[src/rtl/if_fetch_queue.sv]
// Instruction-fetch stage: fetches ahead of decode into a DEPTH-entry prefetch
// queue, drains through a valid/ready handshake, and flushes on control-flow redirects.
module if_fetch_queue #(
  parameter int               WIDTH    = 32,
  parameter int               DEPTH    = 4,
  parameter int               ROM_AW   = 6,
  parameter logic [WIDTH-1:0] RESET_PC = '0
) (
  input  logic                       clk,
  input  logic                       reset,
  input  logic                       Z,
  input  logic                       J,
  input  logic                       JR,
  input  logic [WIDTH-1:0]           BranchAddr,
  input  logic [WIDTH-1:0]           JumpAddr,
  input  logic [WIDTH-1:0]           JrAddr,
  output logic [ROM_AW-1:0]          rom_addr,
  input  logic [WIDTH-1:0]           rom_data,
  output logic                       inst_valid,
  input  logic                       inst_ready,
  output logic [WIDTH-1:0]           Instruction_if,
  output logic [WIDTH-1:0]           PC,
  output logic [WIDTH-1:0]           NextPC_if,
  output logic [$clog2(DEPTH):0]     count
);

  localparam int PW = $clog2(DEPTH);
  localparam int CW = PW + 1;
  localparam logic [CW-1:0] FULL = CW'(DEPTH);

  logic [WIDTH-1:0] r_fetch_pc;
  logic [WIDTH-1:0] r_pc_q   [DEPTH];
  logic [WIDTH-1:0] r_inst_q [DEPTH];
  logic [PW-1:0]    r_rd_ptr;
  logic [PW-1:0]    r_wr_ptr;
  logic [CW-1:0]    r_count;

  logic             w_redirect;
  logic             w_pop;
  logic             w_push;
  logic [WIDTH-1:0] w_target;

  // Fixed priority JR > J > Z; several flags may be raised together.
  function automatic logic [WIDTH-1:0] sel_target(
    input logic             jr,
    input logic             j,
    input logic [WIDTH-1:0] jr_addr,
    input logic [WIDTH-1:0] j_addr,
    input logic [WIDTH-1:0] br_addr
  );
    if (jr)     return jr_addr;
    else if (j) return j_addr;
    else        return br_addr;
  endfunction

  assign w_redirect = Z | J | JR;
  assign w_target   = sel_target(JR, J, JrAddr, JumpAddr, BranchAddr);
  assign w_pop      = inst_valid & inst_ready;
  // A pop frees a slot in the same cycle, so a full queue can still accept a fetch.
  assign w_push     = !w_redirect && ((r_count < FULL) || w_pop);

  // Fetch / queue-write stage
  always_ff @(posedge clk or posedge reset) begin
    if (reset) begin
      r_fetch_pc <= RESET_PC;
      r_rd_ptr   <= '0;
      r_wr_ptr   <= '0;
      r_count    <= '0;
      for (int i = 0; i < DEPTH; i++) begin
        r_pc_q[i]   <= '0;
        r_inst_q[i] <= '0;
      end
    end else if (w_redirect) begin
      r_fetch_pc <= w_target;
      r_rd_ptr   <= '0;
      r_wr_ptr   <= '0;
      r_count    <= '0;
    end else begin
      if (w_push) begin
        r_pc_q[r_wr_ptr]   <= r_fetch_pc;
        r_inst_q[r_wr_ptr] <= rom_data;
        r_wr_ptr           <= r_wr_ptr + PW'(1);
        r_fetch_pc         <= r_fetch_pc + WIDTH'(4);
      end
      if (w_pop) begin
        r_rd_ptr <= r_rd_ptr + PW'(1);
      end
      case ({w_push, w_pop})
        2'b10:   r_count <= r_count + CW'(1);
        2'b01:   r_count <= r_count - CW'(1);
        default: r_count <= r_count;
      endcase
    end
  end

  // Head presentation to decode
  assign inst_valid     = (r_count != '0);
  assign Instruction_if = r_inst_q[r_rd_ptr];
  assign PC             = r_pc_q[r_rd_ptr];
  assign NextPC_if      = r_pc_q[r_rd_ptr] + WIDTH'(4);
  assign rom_addr       = r_fetch_pc[ROM_AW+1:2];
  assign count          = r_count;

endmodule
[config.mk]
export PLATFORM = sky130hd
export DESIGN_NAME = if_fetch_queue
export DESIGN_NICKNAME = d
export VERILOG_FILES = /design/src/rtl/if_fetch_queue.sv
export SDC_FILE = /design/constraint.sdc
export NUM_CORES = 1
export LEC_CHECK = 0
export CAP_MARGIN = 30
export CORE_ASPECT_RATIO = 2
export CORE_MARGIN = 2
export CORE_UTILIZATION = 54
export CTS_BUF_LIST = sky130_fd_sc_hd__clkbuf_4
export CTS_CLUSTER_SIZE = 20
export DETAILED_ROUTE_END_ITERATION = 10
export PLACE_DENSITY = 0.9
export SYNTH_ARGS = -nofsm -noshare
export SYNTH_HDL_FRONTEND = slang
export SYNTH_SLANG_ARGS = --single-unit
export TNS_END_PERCENT = 5
[constraint.sdc]
create_clock -name clk -period 21.4 [get_ports clk]
set_input_delay 4.28 -clock clk [delete_from_list [all_inputs] [get_ports clk]]
set_output_delay 4.28 -clock clk [all_outputs]
set_load 0.02 [all_outputs]
==> results of run 1 <==
[layer usage]
layer	wire length, µm	vias to the layer above	global-route usage [%]	share of wire, %
met4	1440	0	12.1	4.1
met2	19200	306	46.3	55
li1	-	4524	-	-
met1	12700	5147	28.6	37
met5	0	-	0	0
met3	1430	86	3.30	4.1
[cell usage in the layout (no fill, tap or decap), types with 6 or more instances in the layout]
cell / count
nand4_1: 15
and3_1: 10
ha_1: 7
nand2_1: 69
mux2_2: 236
xnor2_1: 33
clkinv_1: 10
nand3_1: 25
buf_16: 6
nor3_1: 12
a21oi_1: 17
nor2_1: 26
o21ai_0: 38
and2_1: 6
o221ai_1: 8
a22oi_1: 19
xor2_1: 14
clkbuf_4: 90
mux4_2: 64
dfrtp_1: 293
clkdlybuf4s50_1: 238
mux2i_1: 7
a31oi_1: 7
inv_1: 11
buf_4: 9
[critical path: cells and delay by family, from the launching register on]
kind | cells | cell delay (ns)
simple gates | 3 | 1.15
buf+inv | 2 | 1.30
mux | 1 | 0.42
flops | 1 | 0.76
xor+xnor | 1 | 0.14
[sequential cells by signal (all words and copies together), names as in the netlist]
signal / cells
r_fetch_pc: 32
count: 3
r_wr_ptr: 2
r_rd_ptr: 2
r_inst_q: 128
r_pc_q: 128
[power breakdown]
group | switching [mW] | internal [mW]
sequential | 0.0413 | 0.619
combinational | 0.174 | 0.190
clock | 0.203 | 0.191
total | 0.419 | 1.00
[per-stage QoR]
step	instance area [µm²]	instances
after CTS	17800	1700
final	17900	1703
after floorplan	14400	1078
after detailed placement	17100	1598
after global placement	16900	1591
after global routing	17900	1703
[cells by family after synthesis]
logic type / count (synthesis)
buf+inv: 92
simple gates: 196
mux: 307
fa+ha+maj: 7
flops: 295
xor+xnor: 47
compound gates: 134
[final cells by class]
type	instances	area, µm²	area share, %
Inverter	13	56.3	0.315
Timing Repair Buffer	256	2650	14.8
Sequential cell	295	7390	41.4
Clock buffer	90	676	3.78
Clock inverter	12	48.8	0.273
Multi-Input combinational cell	691	6610	37.0
Antenna cell	2	5.00	0.0280
Tap cell	344	430	2.41
[worst max-delay path by stage]
stage	cells past startpoint	slack, ns	end	start
finish	7	12.66	NextPC_if[24]	r_rd_ptr[1]$_DFFE_PP0P_
global route	7	12.41	NextPC_if[16]	r_rd_ptr[1]$_DFFE_PP0P_
CTS	7	12.57	NextPC_if[24]	r_rd_ptr[1]$_DFFE_PP0P_
detailed placement	7	13.34	NextPC_if[24]	r_rd_ptr[1]$_DFFE_PP0P_
global placement	7	13.01	NextPC_if[19]	r_rd_ptr[0]$_DFFE_PP0P_
floorplan	1	8.97	count[0]$_DFFE_PP0P_	reset
==> results.cfg, run 1 <==
[critical_path]
reg2reg_depth = 5
r2r-end = r_inst_q[85]$_DFFE_PP0P_
rrSetupSlack_ns = 18.58
slowest_delay_ns = 0.76
crit_arrival_ns = 4.46
critPathLaunchType = register
crit_path_cell_trace = buf_4, mux4_2, nand3_1, nor3_4, and4_1, xnor2_1, clkdlybuf4s50_1
worst-path-max-fanout = 43
slowest_stage = dfrtp_2
rr_startpoint = count[2]$_DFFE_PP0P_
worst_ep_required_time_ns = 17.12
cp-end-kind = primary output
crit_type = register to primary output

[die]
initial_core_util_pct = 54.7
core_um2 = 26300
die-area_um2 = 28000
rows = 84
die_width_um = 119
die_h_um = 235
io-pin-count = 240

[synth]
netlist_area_um2 = 14400
synthArstFlopShare_pct = 100
synthCells = 1078
yosysWarnings = 0
synth-seq-area-share_pct = 51.4
synth_fa_ha_area_share_pct = 0.610
yosysTopAreaCellShare_pct = 51.4
synth.area.top_cells = dfrtp_1 51%, mux2_2 18%, mux4_2 10%
synth_fp_nets = 1219
ys_top_cells_by_count = 295 x dfrtp_1, 236 x mux2_2, 73 x nand2_1
synthXorXnorAreaFrac_pct = 2.87
netlist.top_cell.by_area = dfrtp_1
ys.flop_type = dfrtp_1
synth_top_family_by_area = multiplexers
synth.distinct_cells = 59
synthSimpleGateAreaFrac_pct = 6.86
synth_area_per_cell_um2 = 13.3
synth-seq-cells = 295
synth_edf_count = 0
synth_compound_area_share_pct = 6.38
synth_most_common_cell = dfrtp_1
synth.mux.area_fraction_pct = 29.0

[final_layout]
num-nets-final = 1459
syn2layout_area_growth_pct = 24.3
post-route-util_pct = 68.0
num-fill-cells = 1864
drive_gt1_share_pct = 32.1

[grt]
grt_overflow = 0
grt_pass1_vias = 10787
grt_max_degree = 83
antenna_found_initial = 2
grt_usage_pct = 25.3
grt_first_pass_wirelength_um = 56100

[cts]
ctsResizeCount = 0
cts.sinks = 295
htree_levels = 2
clk_pin_slew_ns = 0.08
cts_max_path_buffers = 3
cts_tree = built
cts_buffers = 61
clk_latency_ns = 0.69
post-cts-setup-buffers = 0
root_buffer = clkbuf_4
ctsHoldBuffers = 0

[route]
drc_errors = 0
wirelength_um = 34700
drtAntennaViolNets = 0
wl_per_cell_um = 20.4
first_pass_iters = 4
first_iter_violations = 511
vias_per_cell = 5.91
vias = 10063

[timing]
rsz0062_at_grt = false
max_freq_mhz = 114
min_period_ns = 8.74
tightestPinTransition_ns = 1.01
hold_violations = 0
setup_ws_ns = 12.66
fin_crit_sh_pct = 40.9
finalClockSkew_ns = 0.0177
slew_violations = 0
fin_tns_setup_ns = 0
relSlewSlack_pct = 33.0
setup_violations = 0
hold_slack_ns = 0.484

[placement]
dp_hpwl_um = 24200
place_congestion = 0.923
dp_slack_ns = 13.34
portBuffers = 239

[worst_hold_path]
min_from = r_pc_q[28]$_DFFE_PP0P_
hold_depth = 2
hold_end = r_pc_q[28]$_DFFE_PP0P_
hp-class = register to register

[power_and_ir_drop]
ir_drop_uv = 38.8
leakagePower_nw = 7.89
p_total_mw = 1.42
power.density_nw_per_um2 = 79.5

[status]
outcome = completed

[job]
maxCapViolations = 0
(Power assumes the default switching activity.)
==> inputs of run 2 (changes only) <==
--- a/config.mk
+++ b/config.mk
@@ -8,11 +8,11 @@
 export CAP_MARGIN = 30
 export CORE_ASPECT_RATIO = 2
 export CORE_MARGIN = 2
-export CORE_UTILIZATION = 54
+export CORE_UTILIZATION = 50
 export CTS_BUF_LIST = sky130_fd_sc_hd__clkbuf_4
 export CTS_CLUSTER_SIZE = 20
 export DETAILED_ROUTE_END_ITERATION = 10
-export PLACE_DENSITY = 0.9
+export PLACE_DENSITY = 0.88
 export SYNTH_ARGS = -nofsm -noshare
 export SYNTH_HDL_FRONTEND = slang
 export SYNTH_SLANG_ARGS = --single-unit
==> constraint.sdc (replaced) <==
create_clock -name clk -period 7.8 [get_ports clk]
set_input_delay 1.56 -clock clk [delete_from_list [all_inputs] [get_ports clk]]
set_output_delay 1.56 -clock clk [all_outputs]
set_load 0.02 [all_outputs]
==> results.cfg, run 2 (synthesis gave the netlist of run 1 again) <==
[status]
outcome = completed

[placement]
place_area_um2 = 17100
portBuffers = 239
dp_hpwl_um = 24400
placed_cells = 1609
place_congestion = 0.888

[cts]
cts_tree = built
cts_buffers = 68
cts.sinks = 295
clk_pin_slew_ns = 0.07
cts_max_path_buffers = 3
root_buffer = clkbuf_4
post-cts-setup-buffers = 0
ctsResizeCount = 0
ctsHoldBuffers = 0
htree_levels = 3
clk_latency_ns = 0.71

[grt]
antenna_found_initial = 1
grt_first_pass_wirelength_um = 55200
grt_max_degree = 204
grt_usage_pct = 23.7
grt_overflow = 0
grt_pass1_vias = 10866

[die]
die_width_um = 124
die-area_um2 = 30200
core_um2 = 28200
die_h_um = 244
initial_core_util_pct = 51.0
rows = 87
io-pin-count = 240

[critical_path]
cp.depth = 7
critPathLaunchType = register
cp-end-kind = primary output
worst-path-max-fanout = 43
critPathTopFamily = buffers and inverters
crit_type = register to primary output
crit_path_cell_trace = buf_4, mux4_2, nand2_1, nor3_2, nand4_1, xnor2_1, clkdlybuf4s50_1
slowest_delay_ns = 1.02
reg2reg_depth = 5
cp.buffers_inverters = 2
worst_ep_required_time_ns = 6.24
crit_arrival_ns = 4.51
slowest_stage = dfrtp_4

[route]
wirelength_um = 34900
first_iter_violations = 476
drtAntennaViolNets = 0
vias_per_cell = 5.81
first_pass_iters = 5
wl_per_cell_um = 20.2
drc_errors = 0
vias = 10029

[final_layout]
final_cell_mix = 293 x dfrtp_1, 238 x clkdlybuf4s50_1, 236 x mux2_2, 98 x clkbuf_4, 69 x nand2_1
drive_gt1_share_pct = 32.6
final_cells = 1727
final_common_cell = dfrtp_1
num-nets-final = 1464
syn2layout_area_growth_pct = 24.9
final_area_um2 = 17900
num-fill-cells = 2094
top_regs = r_inst_q x128, r_pc_q x128, r_fetch_pc x32

[power_and_ir_drop]
power.density_nw_per_um2 = 223
leakagePower_nw = 7.94
p_total_mw = 4.00
ir_drop_uv = 107

[timing]
fin_crit_sh_pct = 77.8
min_period_ns = 6.07
setup_violations = 0
finalClockSkew_ns = 0.0388
fin_tns_setup_ns = 0
max_freq_mhz = 165
relSlewSlack_pct = 19.2
rsz0062_at_grt = false
tightestPinTransition_ns = 1.21
hold_violations = 0
slew_violations = 0

[job]
maxCapViolations = 0

[worst_hold_path]
hp-class = register to register
hold_depth = 2
-- run 2: final timing paths --
check                                             start                  endpoint  slack (ns)
worst max-delay path            r_rd_ptr[0]$_DFFE_PP0P_             NextPC_if[19]        1.73
worst min-delay path             r_pc_q[47]$_DFFE_PP0P_    r_pc_q[47]$_DFFE_PP0P_        0.48
worst max register to register     count[2]$_DFFE_PP0P_  r_inst_q[21]$_DFFE_PP0P_        4.94
min in group asynchronous                         reset  r_inst_q[56]$_DFFE_PP0P_        1.12
worst min register to register   r_pc_q[47]$_DFFE_PP0P_    r_pc_q[47]$_DFFE_PP0P_        0.48
max in group asynchronous                         reset    r_pc_q[87]$_DFFE_PP0P_        5.27
-- run 2: cell type report --
cell class / count / area (µm²) / share of cell area [%]
sequential: 295 / 7390 / 41.2
multi-input combinational: 691 / 6610 / 36.8
timing repair buffer: 254 / 2620 / 14.6
clock buffer: 98 / 736 / 4.10
tap: 356 / 445 / 2.48
clock inverter: 19 / 101 / 0.565
inverter: 13 / 52.6 / 0.293
antenna: 1 / 2.50 / 0.0139
-- run 2: metrics by stage --
stage | hold slack [ns] | utilization (%) | setup WS [ns]
after floorplan | 0.445 | - | 2.32
after global placement | 0.457 | 60.1 | 2.34
after detailed placement | 0.468 | 60.7 | 2.39
after CTS | 0.483 | 63.6 | 1.54
after global routing | 0.508 | 63.7 | 1.35
final | 0.478 | 63.7 | 1.73
-- run 2: where the power goes --
group	switching [mW]	internal (mW)	leakage (nW)
clock network	0.584	0.612	0.511
logic	0.471	0.522	3.55
registers	0.116	1.70	3.88
-- run 2: worst register-to-register path: stages (launching register included) --
cell and delay [ns]:
dfrtp_1 0.42, nor2b_1 0.69, nor2_1 0.38, nand2_4 0.53
buf_12 0.32, mux2_2 0.39
-- run 2: per-layer routing --
metal	up-vias	wire, µm	track usage [%]
met5	-	0	0
met4	0	886	9.59
met3	65	1590	5.17
met2	287	19900	44.2
met1	5138	12600	25.0
li1	4539	-	-
